### src/rtl/calc_arbiter.sv
// calc_arbiter: round-robin arbiter feeding a calculator strobe interface.
// Optional macro CALC_ARBITER_STATS_EN builds the per-requester issue counters.
module calc_arbiter #(
    parameter int GAP_CYCLES = 2
) (
    input  logic       clock,
    input  logic       reset,
    input  logic       req0_valid,
    input  logic [1:0] req0_op,
    input  logic [7:0] req0_data,
    output logic       req0_ready,
    input  logic       req1_valid,
    input  logic [1:0] req1_op,
    input  logic [7:0] req1_data,
    output logic       req1_ready,
    output logic       enter,
    output logic       add,
    output logic       multiply,
    output logic [7:0] data,
    output logic       busy,
    output logic       grant,
    output logic       err_illegal,
    output logic [7:0] issue_count0,
    output logic [7:0] issue_count1
);

    typedef enum logic [1:0] {
        IDLE,
        SETUP,
        STROBE,
        GAP
    } state_t;

    state_t     state;
    logic [1:0] op_q;
    logic [3:0] gap_cnt;
    logic       prio;
    logic       enter_q;
    logic       add_q;
    logic       mul_q;
    logic       pick1;
    logic       accept;
    logic [1:0] win_op;
    logic [7:0] win_data;

    // winner selection: a lone requester wins, contention follows the pointer
    always_comb begin
        pick1    = req1_valid && (!req0_valid || prio);
        accept   = (state == IDLE) && !reset && (req0_valid || req1_valid);
        win_op   = pick1 ? req1_op : req0_op;
        win_data = pick1 ? req1_data : req0_data;
    end

    assign req0_ready = accept && !pick1;
    assign req1_ready = accept && pick1;
    assign busy       = (state != IDLE);

    // strobes are masked during reset so a pending pulse never escapes
    assign enter    = enter_q & ~reset;
    assign add      = add_q & ~reset;
    assign multiply = mul_q & ~reset;

    // command sequencer: accept, setup, strobe, then enforced idle gap
    always_ff @(posedge clock) begin
        if (reset) begin
            state       <= IDLE;
            data        <= 8'd0;
            grant       <= 1'b0;
            prio        <= 1'b0;
            op_q        <= 2'd0;
            gap_cnt     <= 4'd0;
            enter_q     <= 1'b0;
            add_q       <= 1'b0;
            mul_q       <= 1'b0;
            err_illegal <= 1'b0;
        end else begin
            enter_q     <= 1'b0;
            add_q       <= 1'b0;
            mul_q       <= 1'b0;
            err_illegal <= 1'b0;
            unique case (state)
                IDLE: begin
                    if (accept) begin
                        data        <= win_data;
                        grant       <= pick1;
                        op_q        <= win_op;
                        prio        <= ~pick1;
                        err_illegal <= (win_op == 2'd3);
                        state       <= SETUP;
                    end
                end
                SETUP: begin
                    if (op_q == 2'd3) begin
                        state <= IDLE;
                    end else begin
                        enter_q <= (op_q == 2'd0);
                        add_q   <= (op_q == 2'd1);
                        mul_q   <= (op_q == 2'd2);
                        state   <= STROBE;
                    end
                end
                STROBE: begin
                    if (GAP_CYCLES == 0) begin
                        state <= IDLE;
                    end else begin
                        gap_cnt <= 4'(GAP_CYCLES - 1);
                        state   <= GAP;
                    end
                end
                GAP: begin
                    if (gap_cnt == 4'd0) state <= IDLE;
                    else gap_cnt <= gap_cnt - 4'd1;
                end
                default: state <= IDLE;
            endcase
        end
    end

`ifdef CALC_ARBITER_STATS_EN
    logic [7:0] cnt0;
    logic [7:0] cnt1;

    // count each legal command as it enters its strobe cycle
    always_ff @(posedge clock) begin
        if (reset) begin
            cnt0 <= 8'd0;
            cnt1 <= 8'd0;
        end else if (state == SETUP && op_q != 2'd3) begin
            if (grant) cnt1 <= cnt1 + 8'd1;
            else cnt0 <= cnt0 + 8'd1;
        end
    end

    assign issue_count0 = cnt0;
    assign issue_count1 = cnt1;
`else
    assign issue_count0 = 8'd0;
    assign issue_count1 = 8'd0;
`endif

endmodule

### config.mk
export PLATFORM = sky130hd
export DESIGN_NAME = calc_arbiter
export DESIGN_NICKNAME = d
export VERILOG_FILES = /design/src/rtl/calc_arbiter.sv
export SDC_FILE = /design/constraint.sdc
export NUM_CORES = 1
export LEC_CHECK = 0
export BUFFER_PORTS_ARGS = -buffer_cell sky130_fd_sc_hd__buf_2
export CORE_UTILIZATION = 45
export CTS_CLUSTER_DIAMETER = 120
export DETAILED_ROUTE_END_ITERATION = 10
export GPL_ROUTABILITY_DRIVEN = 0
export GPL_TIMING_DRIVEN = 0
export PLACE_DENSITY = 0.81
export SKIP_CTS_REPAIR_TIMING = 1
export SYNTH_ARGS = -nofsm -noshare
export SYNTH_HDL_FRONTEND = slang
export SYNTH_SLANG_ARGS = --single-unit
### constraint.sdc
create_clock -name clock -period 2.12 [get_ports clock]
set_input_delay 0.106 -clock clock [delete_from_list [all_inputs] [get_ports clock]]
set_output_delay 0.106 -clock clock [all_outputs]
set_load 0.01 [all_outputs]
==> summary.md, run 1 <==
| Metric | Value |
|---|---|
| Maximum number of pins on one net before global-route repair | `13` |
| Proportion of synthesized chip area in sequential cells | `around 36%` |
| Clock skew | `around 0.0047 ns` |
| Post-synth design cell area | `roughly 1200 sq um` |
| Register bit total from synthesis | `22` |
| CTS tree | `done` |
| Buffer type at the clock tree root | `sky130_fd_sc_hd__clkbuf_4` |
| Total number of clock tree sinks | `22` |
| Setup TNS Final | `0 ns` |
| Vias | `1,202` |
| Transition time at the pin with the least slew margin | `0.5115 ns` |
| Wirelength per Cell | `12.19 um` |
| Vias in the first global route | `1,025` |
| Detailed Routing Iterations Pass 1 | `4` |
| Utilization after layout | `61.76%` |
| Synth cell types | `34` |
| CP Data Arrival Time | `~1.8 ns` |
| First-pass GRT wire length | `4305 um` |
| Storage element area | `~440 sq um` |
| Post-Syn Area per Cell | `8.515 sq um` |
| Fraction of layout instances using a drive strength above 1 | `between 30% and 40%` |
| Max Slew Vio Count | `0` |
| Violation count after the first detailed-routing iteration | `30` |
| Final Cell Area | `1558 sq um` |
| Floorplan die area | `2938 sq um` |
| Largest fanout on the critical path | `10` |
| EDFF count, synth | `0` |
| Leakage component of the power | `0.0007066 uW` |
| Clock slew at reported path FFs | `0.12 ns` |
| Die boundary height | `roughly 54 um` |
| Placed standard-cell area | `1515 sq um` |
| Achievable frequency | `517.0 MHz` |
| Total area of multi-input combinational cells | `653.1 sq um` |
| Die Width | `54.20 um` |
| Max-cap check violation count | `0` |
| Nets@finish | `roughly 230` |
| DP HPWL | `2152 um` |
| Core outline area | `2522 sq um` |
| DRC errors left | `0` |
| Total power consumption of the routed design | `1160 uW` |
| Number of warnings reported in the yosys synthesis log | `0` |
| Total power per unit cell area | `744.6 nW/um^2` |
| Hold Crit Class | `primary input to register` |
| Area overhead of the layout relative to synthesis | `27.04%` |
| Number of antenna violations at the first check in global routing | `0` |
| Std-Cell Rows | `18` |
| Prevailing post-synth register cell | `sky130_fd_sc_hd__dfxtp_1` |
| Highest ir drop seen on vdd | `0.5265 mV` |
| RSZ-0062 raised after global routing | `false` |
| I/O Buffers | `39` |
| WL final | `about 2800 um` |
| Cts bufs inserted | `3` |
| Antenna Cells | `0` |
| Initial core utilization | `48.61%` |
| Residual antenna-violating net count after detailed routing | `0` |
| Worst rel slew slack | `65.90%` |
| Filler cell count | `approximately 240` |
| Number of top-level design ports | `56` |
| Worst setup SP type | `register` |
| Post-Syn Instances | `between 100 and 150` |
| Hold violation count in the final report | `0` |
| Residual overflow from global routing | `0` |
| Total routing usage reported by global routing | `20.50%` |
| Max H-tree Level | `1` |
| Clock tree buffer depth | `2` |
| Finish-stage setup viols | `0` |
| Routed vias/inst | `5.181` |
| Clk_lat worst skew | `roughly 0.30 ns` |
| Result of the run | `finished, final reports clean` |
| Critical Path Sink Type | `output port` |
| Async SR Flop Fraction | `0%` |
| Setup Crit Path Kind | `register to output port` |
| Portion of the clock cycle consumed by the worst path in the final layout | `between 90 and 100%` |
| Worst Path Required | `2.01 ns` |
| Time the worst path needs with I/O delays and setup | `1.934 ns` |
worst max-delay path, cell delays in order, from the launching register on:
cell and delay (ns):
sky130_fd_sc_hd__dfxtp_1 0.31, sky130_fd_sc_hd__buf_2 0.17, sky130_fd_sc_hd__nor2_1 0.20, sky130_fd_sc_hd__inv_1 0.16, sky130_fd_sc_hd__nor3_4 0.38, sky130_fd_sc_hd__o21a_1 0.18
sky130_fd_sc_hd__buf_2 0.12
synth_stat cells, types with 2 or more instances:
| cell | n | area share (%) |
|---|---|---|
| sky130_fd_sc_hd__nor2b_1 | 5 | 2.6 |
| sky130_fd_sc_hd__dfxtp_1 | 22 | 36 |
| sky130_fd_sc_hd__buf_4 | 18 | 11 |
| sky130_fd_sc_hd__nand3b_1 | 10 | 6.1 |
| sky130_fd_sc_hd__nor2_1 | 4 | 1.2 |
| sky130_fd_sc_hd__nand3_1 | 3 | 1.2 |
| sky130_fd_sc_hd__nor4b_1 | 2 | 1.4 |
| sky130_fd_sc_hd__buf_2 | 3 | 1.2 |
| sky130_fd_sc_hd__or3_1 | 2 | 1.0 |
| sky130_fd_sc_hd__o21ai_0 | 14 | 5.7 |
| sky130_fd_sc_hd__a31oi_1 | 10 | 5.1 |
| sky130_fd_sc_hd__nand2b_1 | 3 | 1.5 |
| sky130_fd_sc_hd__nand2_1 | 2 | 0.61 |
| sky130_fd_sc_hd__inv_1 | 6 | 1.8 |
| sky130_fd_sc_hd__nand4b_1 | 2 | 1.4 |
| sky130_fd_sc_hd__a21oi_1 | 6 | 2.4 |
| sky130_fd_sc_hd__a311oi_1 | 10 | 7.1 |
| sky130_fd_sc_hd__clkbuf_1 | 6 | 1.8 |
where the power goes:
group	switching, uW	internal, uW
Clock	124	105
Combinational	237	184
Sequential	37.0	472
Total	399	761
per-layer routing:
layer	wire, um	GRT usage, %	vias to the layer above
met2	1414	35.57	34
met3	122	3.672	2
met1	1273	24.62	545
met4	17	8.120	0
met5	0	0	-
li1	-	-	621
worst paths after layout:
kind	from	end	cells after the start	slack, ns
hold / removal	req0_data[5]	data[5]$_SDFFE_PP0P_	3	0.07
setup / recovery	state[0]$_SDFFE_PP0P_	req0_ready	6	0.19
setup reg to reg	gap_cnt[0]$_SDFFE_PP0P_	gap_cnt[3]$_SDFFE_PP0P_	5	0.54
hold reg to reg	grant$_SDFFE_PP0P_	grant$_SDFFE_PP0P_	2	0.51
cell type report:
| class | count | area share (%) |
|---|---|---|
| multi-input combinational | 104 | 41.93 |
| sequential | 22 | 28.27 |
| timing repair buffer | 39 | 12.53 |
| buffer | 27 | 11.08 |
| tap | 30 | 2.410 |
| clock buffer | 4 | 2.329 |
| inverter | 6 | 1.446 |
cell families (layout without fill, tap and decap cells):
family,after synthesis,in the layout,share of synthesized area (%)
AND/OR/NAND/NOR,41,41,22.14
buffers and inverters,33,76,15.92
adder cells (fa/ha/maj),1,1,1.020
flip-flops,22,22,35.92
AO/OA/AOI/OAI,46,46,24.69
other,1,16,0.3058
cells in the final DEF (no fill, tap or decap), types with 2 or more instances in the layout:
master,count
sky130_fd_sc_hd__nand4b_1,2
sky130_fd_sc_hd__nand2b_1,3
sky130_fd_sc_hd__inv_1,6
sky130_fd_sc_hd__conb_1,16
sky130_fd_sc_hd__buf_4,18
sky130_fd_sc_hd__nand3_1,3
sky130_fd_sc_hd__o21ai_0,14
sky130_fd_sc_hd__a311oi_1,10
sky130_fd_sc_hd__buf_2,42
sky130_fd_sc_hd__or3_1,2
sky130_fd_sc_hd__nor2b_1,5
sky130_fd_sc_hd__a31oi_1,10
sky130_fd_sc_hd__nand3b_1,10
sky130_fd_sc_hd__nor2_1,4
sky130_fd_sc_hd__nor4b_1,2
sky130_fd_sc_hd__clkbuf_4,3
sky130_fd_sc_hd__clkbuf_1,6
sky130_fd_sc_hd__nand2_1,2
sky130_fd_sc_hd__dfxtp_1,22
sky130_fd_sc_hd__a21oi_1,6
state kept, by name, indices dropped and copies added, names as in the netlist, named ones only:
name         cells
prio             1
gap_cnt          4
grant            1
state            1
add_q            1
op_q             2
err_illegal      1
enter_q          1
mul_q            1
data             8
metrics by stage:
step / setup WS (ns) / hold slack [ns] / cells
after floorplan: 0.6904 / 0.2704 / 159
after global placement: 0.4194 / 0.3967 / 228
after detailed placement: 0.3774 / 0.4005 / 228
after CTS: 0.01441 / 0.06066 / 232
after global routing: 0.03090 / 0.06973 / 232
final: 0.1859 / 0.06696 / 232
Power figures use the tool's default switching activity.
==> inputs of run 2 (changes only) <==
--- a/config.mk
+++ b/config.mk
@@ -12,6 +12,7 @@
 export GPL_ROUTABILITY_DRIVEN = 0
 export GPL_TIMING_DRIVEN = 0
 export PLACE_DENSITY = 0.81
+export RECOVER_POWER = 100
 export SKIP_CTS_REPAIR_TIMING = 1
 export SYNTH_ARGS = -nofsm -noshare
 export SYNTH_HDL_FRONTEND = slang
==> constraint.sdc (replaced) <==
create_clock -name clock -period 2.28 [get_ports clock]
set_input_delay 0.114 -clock clock [delete_from_list [all_inputs] [get_ports clock]]
set_output_delay 0.114 -clock clock [all_outputs]
set_load 0.01 [all_outputs]
==> run 2 against run 1 <==
- power decreased by 8.7%
- critical path depth stayed put
- final cell count unchanged
- non-clock buffer count unchanged
- first-iteration DRC count is 17% higher
- largest cell class unchanged
==> summary.md, run 2 (synthesis results as in run 1) <==
| Metric | Value |
|---|---|
| Total power consumption of the routed design | `1059 uW` |
| Violation count after the first detailed-routing iteration | `35` |
| Detailed Routing Iterations Pass 1 | `4` |
| Max H-tree Level | `1` |
| Post-place setup slack | `0.5294 ns` |
| Nets@finish | `228` |
| Clock slew at reported path FFs | `roughly 0.12 ns` |
| Leakage component of the power | `between 0.0006 and 0.0007 uW` |
| Routed vias/inst | `a little over 5` |
| First-pass GRT wire length | `4305 um` |
| Residual overflow from global routing | `0` |
| Core outline area | `2522 sq um` |
| Wirelength per Cell | `roughly 12 um` |
| Hold Crit Class | `primary input to register` |
| Total power per unit cell area | `691.7 nW/um^2` |
| Fraction of layout instances using a drive strength above 1 | `approximately a quarter` |
| Smallest setup slack after layout | `0.1937 ns` |
| Total routing usage reported by global routing | `between 20% and 30%` |
| Number of top-level design ports | `56` |
| Die boundary height | `54.20 um` |
| Number of antenna violations at the first check in global routing | `0` |
| Most used cells in the layout excluding fill and tap cells | `sky130_fd_sc_hd__buf_2, sky130_fd_sc_hd__clkbuf_1, sky130_fd_sc_hd__dfxtp_1` |
| Floorplan die area | `around 2900 sq um` |
| Buffer type at the clock tree root | `sky130_fd_sc_hd__clkbuf_4` |
| Hold violation count in the final report | `0` |
| Setup TNS Final | `0 ns` |
| Largest fanout on the critical path | `10` |
| Finish-stage setup viols | `0` |
| Cts bufs inserted | `3` |
| I/O Buffers | `39` |
| Antenna Cells | `0` |
| Vias | `1,205` |
| Hold slack final | `0.07924 ns` |
| Clock tree buffer depth | `2` |
| Maximum number of pins on one net before global-route repair | `13` |
| Area overhead of the layout relative to synthesis | `24.90%` |
| Highest ir drop seen on vdd | `about 0.39 mV` |
| CP Data Arrival Time | `between 1.5 and 2 ns` |
| DRC errors left | `0` |
| Worst Path Required | `2.17 ns` |
| Clk_lat worst skew | `0.30 ns` |
| Worst rel slew slack | `60.36%` |
| Total number of clock tree sinks | `22` |
| Die Width | `54.20 um` |
| Result of the run | `finished, final reports clean` |
| CTS tree | `done` |
| Utilization after layout | `60.71%` |
| Max Slew Vio Count | `0` |
| Clock skew | `0.006011 ns` |
| Most common cell after layout, fill and taps aside | `sky130_fd_sc_hd__buf_2` |
| DP HPWL | `2152 um` |
| Vias in the first global route | `1,025` |
| WL final | `between 2000 and 3000 um` |
| Critical Path Sink Type | `output port` |
| Worst setup SP type | `register` |
| Filler cell count | `between 200 and 300` |
| Residual antenna-violating net count after detailed routing | `0` |
| Max reg flops | `8` |
| Setup Crit Path Kind | `register to output port` |
| Max-cap check violation count | `0` |
| Portion of the clock cycle consumed by the worst path in the final layout | `91.50%` |
| Std-Cell Rows | `18` |
| Transition time at the pin with the least slew margin | `0.5914 ns` |
| RSZ-0062 raised after global routing | `false` |
| Initial core utilization | `48.61%` |
| Achievable frequency | `479.3 MHz` |
| Largest regs | `data: 8 flops, gap_cnt: 4 flops, op_q: 2 flops` |
| Register with the highest flop count | `data` |
| Time the worst path needs with I/O delays and setup | `2.086 ns` |
==> run 2: cell types whose count changed in the layout (fill, tap and decap cells not counted) <==
cell	delta
sky130_fd_sc_hd__buf_2	-17
sky130_fd_sc_hd__nor3_4	-1
sky130_fd_sc_hd__nor3_2	+1
sky130_fd_sc_hd__clkbuf_2	+1
sky130_fd_sc_hd__clkbuf_1	+16
==> run 2: path summary, 6_finish.rpt <==
check,cells past startpoint,endpoint,start,slack [ns]
setup / recovery,6,req0_ready,state[0]$_SDFFE_PP0P_,0.19
hold / removal,3,data[5]$_SDFFE_PP0P_,req0_data[5],0.08
setup reg to reg,5,data[6]$_SDFFE_PP0P_,state[0]$_SDFFE_PP0P_,0.63
hold reg to reg,2,grant$_SDFFE_PP0P_,grant$_SDFFE_PP0P_,0.51
==> run 2: through the flow <==
stage / cell area (sq um) / cells
global placement: 1515 / 228
floorplan: 1282 / 159
CTS: 1551 / 232
finish: 1531 / 232
detailed placement: 1515 / 228
global route: 1531 / 232
==> run 2: layout make-up <==
type	instances	area [sq um]	share of cell area, %
flip-flops and latches	22	440.4	28.76
plain buffers	27	171.4	11.19
clock buffers	4	36.28	2.369
well taps	30	37.54	2.451
inverters	6	22.52	1.471
repair buffers	39	176.4	11.52
multi-input cells	104	646.9	42.24
==> run 2: worst max-delay path, stage by stage (launching register included) <==
cell and delay (ns):
sky130_fd_sc_hd__dfxtp_1 0.31, sky130_fd_sc_hd__buf_2 0.17, sky130_fd_sc_hd__nor2_1 0.20, sky130_fd_sc_hd__inv_1 0.14, sky130_fd_sc_hd__nor3_2 0.52, sky130_fd_sc_hd__o21a_1 0.21
sky130_fd_sc_hd__clkbuf_2 0.12
==> run 2: layer usage <==
metal	wire length (um)	share of wire, %	global-route usage (%)
met1	1252	45	24.62
met2	1408	50	35.57
met3	135	4.8	3.672
met4	17	0.60	8.120
met5	0	0	0
==> run 2: power breakdown <==
part           switching [uW]  internal, uW
clock                     112          97.3
combinational             217           158
sequential               34.9           439
total                     365           694
==> inputs of run 3 (changes only) <==
--- a/config.mk
+++ b/config.mk
@@ -6,12 +6,13 @@
 export NUM_CORES = 1
 export LEC_CHECK = 0
 export BUFFER_PORTS_ARGS = -buffer_cell sky130_fd_sc_hd__buf_2
-export CORE_UTILIZATION = 45
+export CORE_MARGIN = 1.5
+export CORE_UTILIZATION = 49
 export CTS_CLUSTER_DIAMETER = 120
 export DETAILED_ROUTE_END_ITERATION = 10
 export GPL_ROUTABILITY_DRIVEN = 0
 export GPL_TIMING_DRIVEN = 0
-export PLACE_DENSITY = 0.81
+export PLACE_DENSITY = 0.87
 export RECOVER_POWER = 100
 export SKIP_CTS_REPAIR_TIMING = 1
 export SYNTH_ARGS = -nofsm -noshare
==> run 3 against run 2 <==
- non-clock buffer count unchanged
- first-iteration DRC count decreased by 26%
- clock-buffer cell count decreased by 1
- final area increased by 0.98%
- core utilization increased by 6.6 points
- final cell count decreased by 0.86%
- combinational power increased by 5%
- sequential share of layout area decreased by 0.28 points
- via count increased by 8.2%
- routed wire length increased by 14%
- register-to-register slack got worse by 0.04 ns
- critical path depth unchanged
- highest routed layer unchanged
==> summary.md, run 3 (synthesis results as in run 1) <==
| Metric | Value |
|---|---|
| Total power per unit cell area | `~760 nW/um^2` |
| Max reg flops | `8` |
| Most common cell after layout, fill and taps aside | `sky130_fd_sc_hd__buf_2` |
| Share of power burned in combinational logic | `roughly a third` |
| Worst-path cell chain | `buf_2, nor2_1, inv_1, nor3_2, o21a_1, clkbuf_2` |
| Result of the run | `finished, final reports clean` |
| Most used cells in the layout excluding fill and tap cells | `sky130_fd_sc_hd__buf_2, sky130_fd_sc_hd__dfxtp_1, sky130_fd_sc_hd__clkbuf_1` |
| Routed vias/inst | `~5.7` |
| Clock slew at reported path FFs | `0.13 ns` |
| Critical Path Sink Type | `output port` |
| Switching portion of total power | `between 30 and 40%` |
| Total routing usage reported by global routing | `between 20% and 30%` |
| Portion of the clock cycle consumed by the worst path in the final layout | `93.24%` |
| Hold Crit Class | `primary input to register` |
| Violation count after the first detailed-routing iteration | `26` |
| DP HPWL | `2295 um` |
| Area overhead of the layout relative to synthesis | `26.12%` |
| Time the worst path needs with I/O delays and setup | `2.126 ns` |
| Core outline area | `2297 sq um` |
| Stages on the worst setup path | `6` |
| Slowest cell delay on critical path | `0.52 ns` |
| Finish-stage setup viols | `0` |
| CTS tree | `done` |
| Residual overflow from global routing | `0` |
| Worst flop-to-flop path endpoint | `data[7]$_SDFFE_PP0P_` |
| Initial core utilization | `53.38%` |
| Detailed Routing Iterations Pass 1 | `4` |
| Largest fanout on the critical path | `10` |
| Share of total power in sequential cells | `40.7%` |
| Highest ir drop seen on vdd | `about 0.58 mV` |
| Worst setup SP type | `register` |
| Leakage component of the power | `0.0006511 uW` |
| I/O Buffers | `39` |
| Std-Cell Rows | `17` |
| Achievable frequency | `470.4 MHz` |
| Die boundary height | `53.03 um` |
| Internal power contribution | `around 800 uW` |
| Clock skew | `0.004990 ns` |
| First-pass GRT wire length | `around 5300 um` |
| Largest regs | `data: 8 flops, gap_cnt: 4 flops, op_q: 2 flops` |
| Residual antenna-violating net count after detailed routing | `0` |
| Final Cell Area | `about 1500 sq um` |
| Maximum number of pins on one net before global-route repair | `14` |
| Launch point of the critical path | `state[0]$_SDFFE_PP0P_` |
| Wirelength per Cell | `approximately 14 um` |
| Max Slew Vio Count | `0` |
| Number of antenna violations at the first check in global routing | `0` |
| Fraction of layout instances using a drive strength above 1 | `25.74%` |
| Vias | `between 1,000 and 1,500` |
| DRC errors left | `0` |
| Clk_lat worst skew | `0.32 ns` |
| Internal reg-to-reg setup slack | `0.59 ns` |
| WL final | `about 3200 um` |
| Die Width | `53.03 um` |
| Worst Path Required | `approximately 2.2 ns` |
| Nets@finish | `228` |
| RSZ-0062 raised after global routing | `false` |
| Antenna Cells | `0` |
| R2R cell count | `5` |
| Setup TNS Final | `0 ns` |
| Max-cap check violation count | `0` |
| Placed standard-cell area | `between 1500 and 2000 sq um` |
| Clock network fraction of total power | `between 20% and 30%` |
| Last element of the critical path | `req0_ready` |
| Buffer type at the clock tree root | `sky130_fd_sc_hd__clkbuf_4` |
| Register with the highest flop count | `data` |
| Vias in the first global route | `1,209` |
| Startpoint of the worst hold path | `req0_data[5]` |
| Total net switching power | `between 300 and 400 uW` |
| Clock tree buffer depth | `2` |
| CP Data Arrival Time | `2.01 ns` |
| Setup Crit Path Kind | `register to output port` |
| Sum of buffers and inverters on the critical path | `3` |
| Number of top-level design ports | `56` |
| Transition time at the pin with the least slew margin | `0.5868 ns` |
| Slowest cell on the critical path | `sky130_fd_sc_hd__nor3_2` |
| Crit path max-delay family | `simple AND/OR/NAND/NOR gates` |
| Worst rel slew slack | `roughly 61%` |
| Hold violation count in the final report | `0` |
| Floorplan die area | `2812 sq um` |
| FF-to-FF Start | `state[0]$_SDFFE_PP0P_` |
| Total number of clock tree sinks | `22` |
| Cts bufs inserted | `3` |
| Max H-tree Level | `1` |
run 3: cell types whose count changed in the layout (fill, tap and decap cells not counted), sizes merged:
cell	delta
clkbuf	-2
bufinv	+1
buf	+1
run 3: routing by layer:
layer / wire, um / vias to the layer above / global-route usage (%)
li1: - / 622 / -
met1: 1290 / 623 / 30.14
met2: 1660 / 54 / 43.96
met3: 218 / 5 / 4.802
met4: 39 / 0 / 11.54
met5: 0 / - / 0
run 3: cell type report:
class / instances / area [sq um]
timing repair buffer: 39 / 176.4
fill: 215 / 750.7
multi-input combinational: 104 / 646.9
clock inverter: 1 / 30.03
sequential: 22 / 440.4
inverter: 6 / 22.52
tap: 28 / 35.03
buffer: 27 / 172.7
clock buffer: 3 / 22.52
run 3: how the worst min path moves through the flow:
stage	depth (start not counted)	end	slack [ns]
after floorplan	2	err_illegal$_SDFF_PP0_	0.28
after global placement	3	data[0]$_SDFFE_PP0P_	0.40
after detailed placement	3	data[5]$_SDFFE_PP0P_	0.41
after CTS	3	data[6]$_SDFFE_PP0P_	0.07
after global routing	3	op_q[0]$_SDFFE_PP0P_	0.06
final	3	data[5]$_SDFFE_PP0P_	0.06
run 3: metrics by stage:
step	std cells	total power, uW	hold slack [ns]	setup WS [ns]	utilization, %
floorplan	159	750.7	0.2784	0.8504	-
global placement	226	851.8	0.4041	0.6267	65.85
detailed placement	226	872.8	0.4132	0.5512	65.85
CTS	230	1175	0.06562	0.1713	68.14
global route	230	1241	0.06133	0.01765	67.32
finish	230	1174	0.06468	0.1541	67.32
run 3: worst reg2reg max path, stage by stage (launching register included):
cell and delay (ns):
sky130_fd_sc_hd__dfxtp_1 0.32, sky130_fd_sc_hd__buf_2 0.17, sky130_fd_sc_hd__nor2_1 0.21, sky130_fd_sc_hd__inv_1 0.15, sky130_fd_sc_hd__nor3_2 0.52, sky130_fd_sc_hd__a311oi_1 0.19
run 3: power by group through the flow:
| stage | clock [uW] | sequential [uW] | combinational [uW] |
|---|---|---|---|
| after CTS | 304 | 475 | 395 |
| final | 303 | 478 | 393 |
| after detailed placement | 0 | 483 | 390 |
| after global placement | 0 | 479 | 372 |
| after floorplan | 0 | 488 | 262 |
| after global routing | 324 | 484 | 433 |
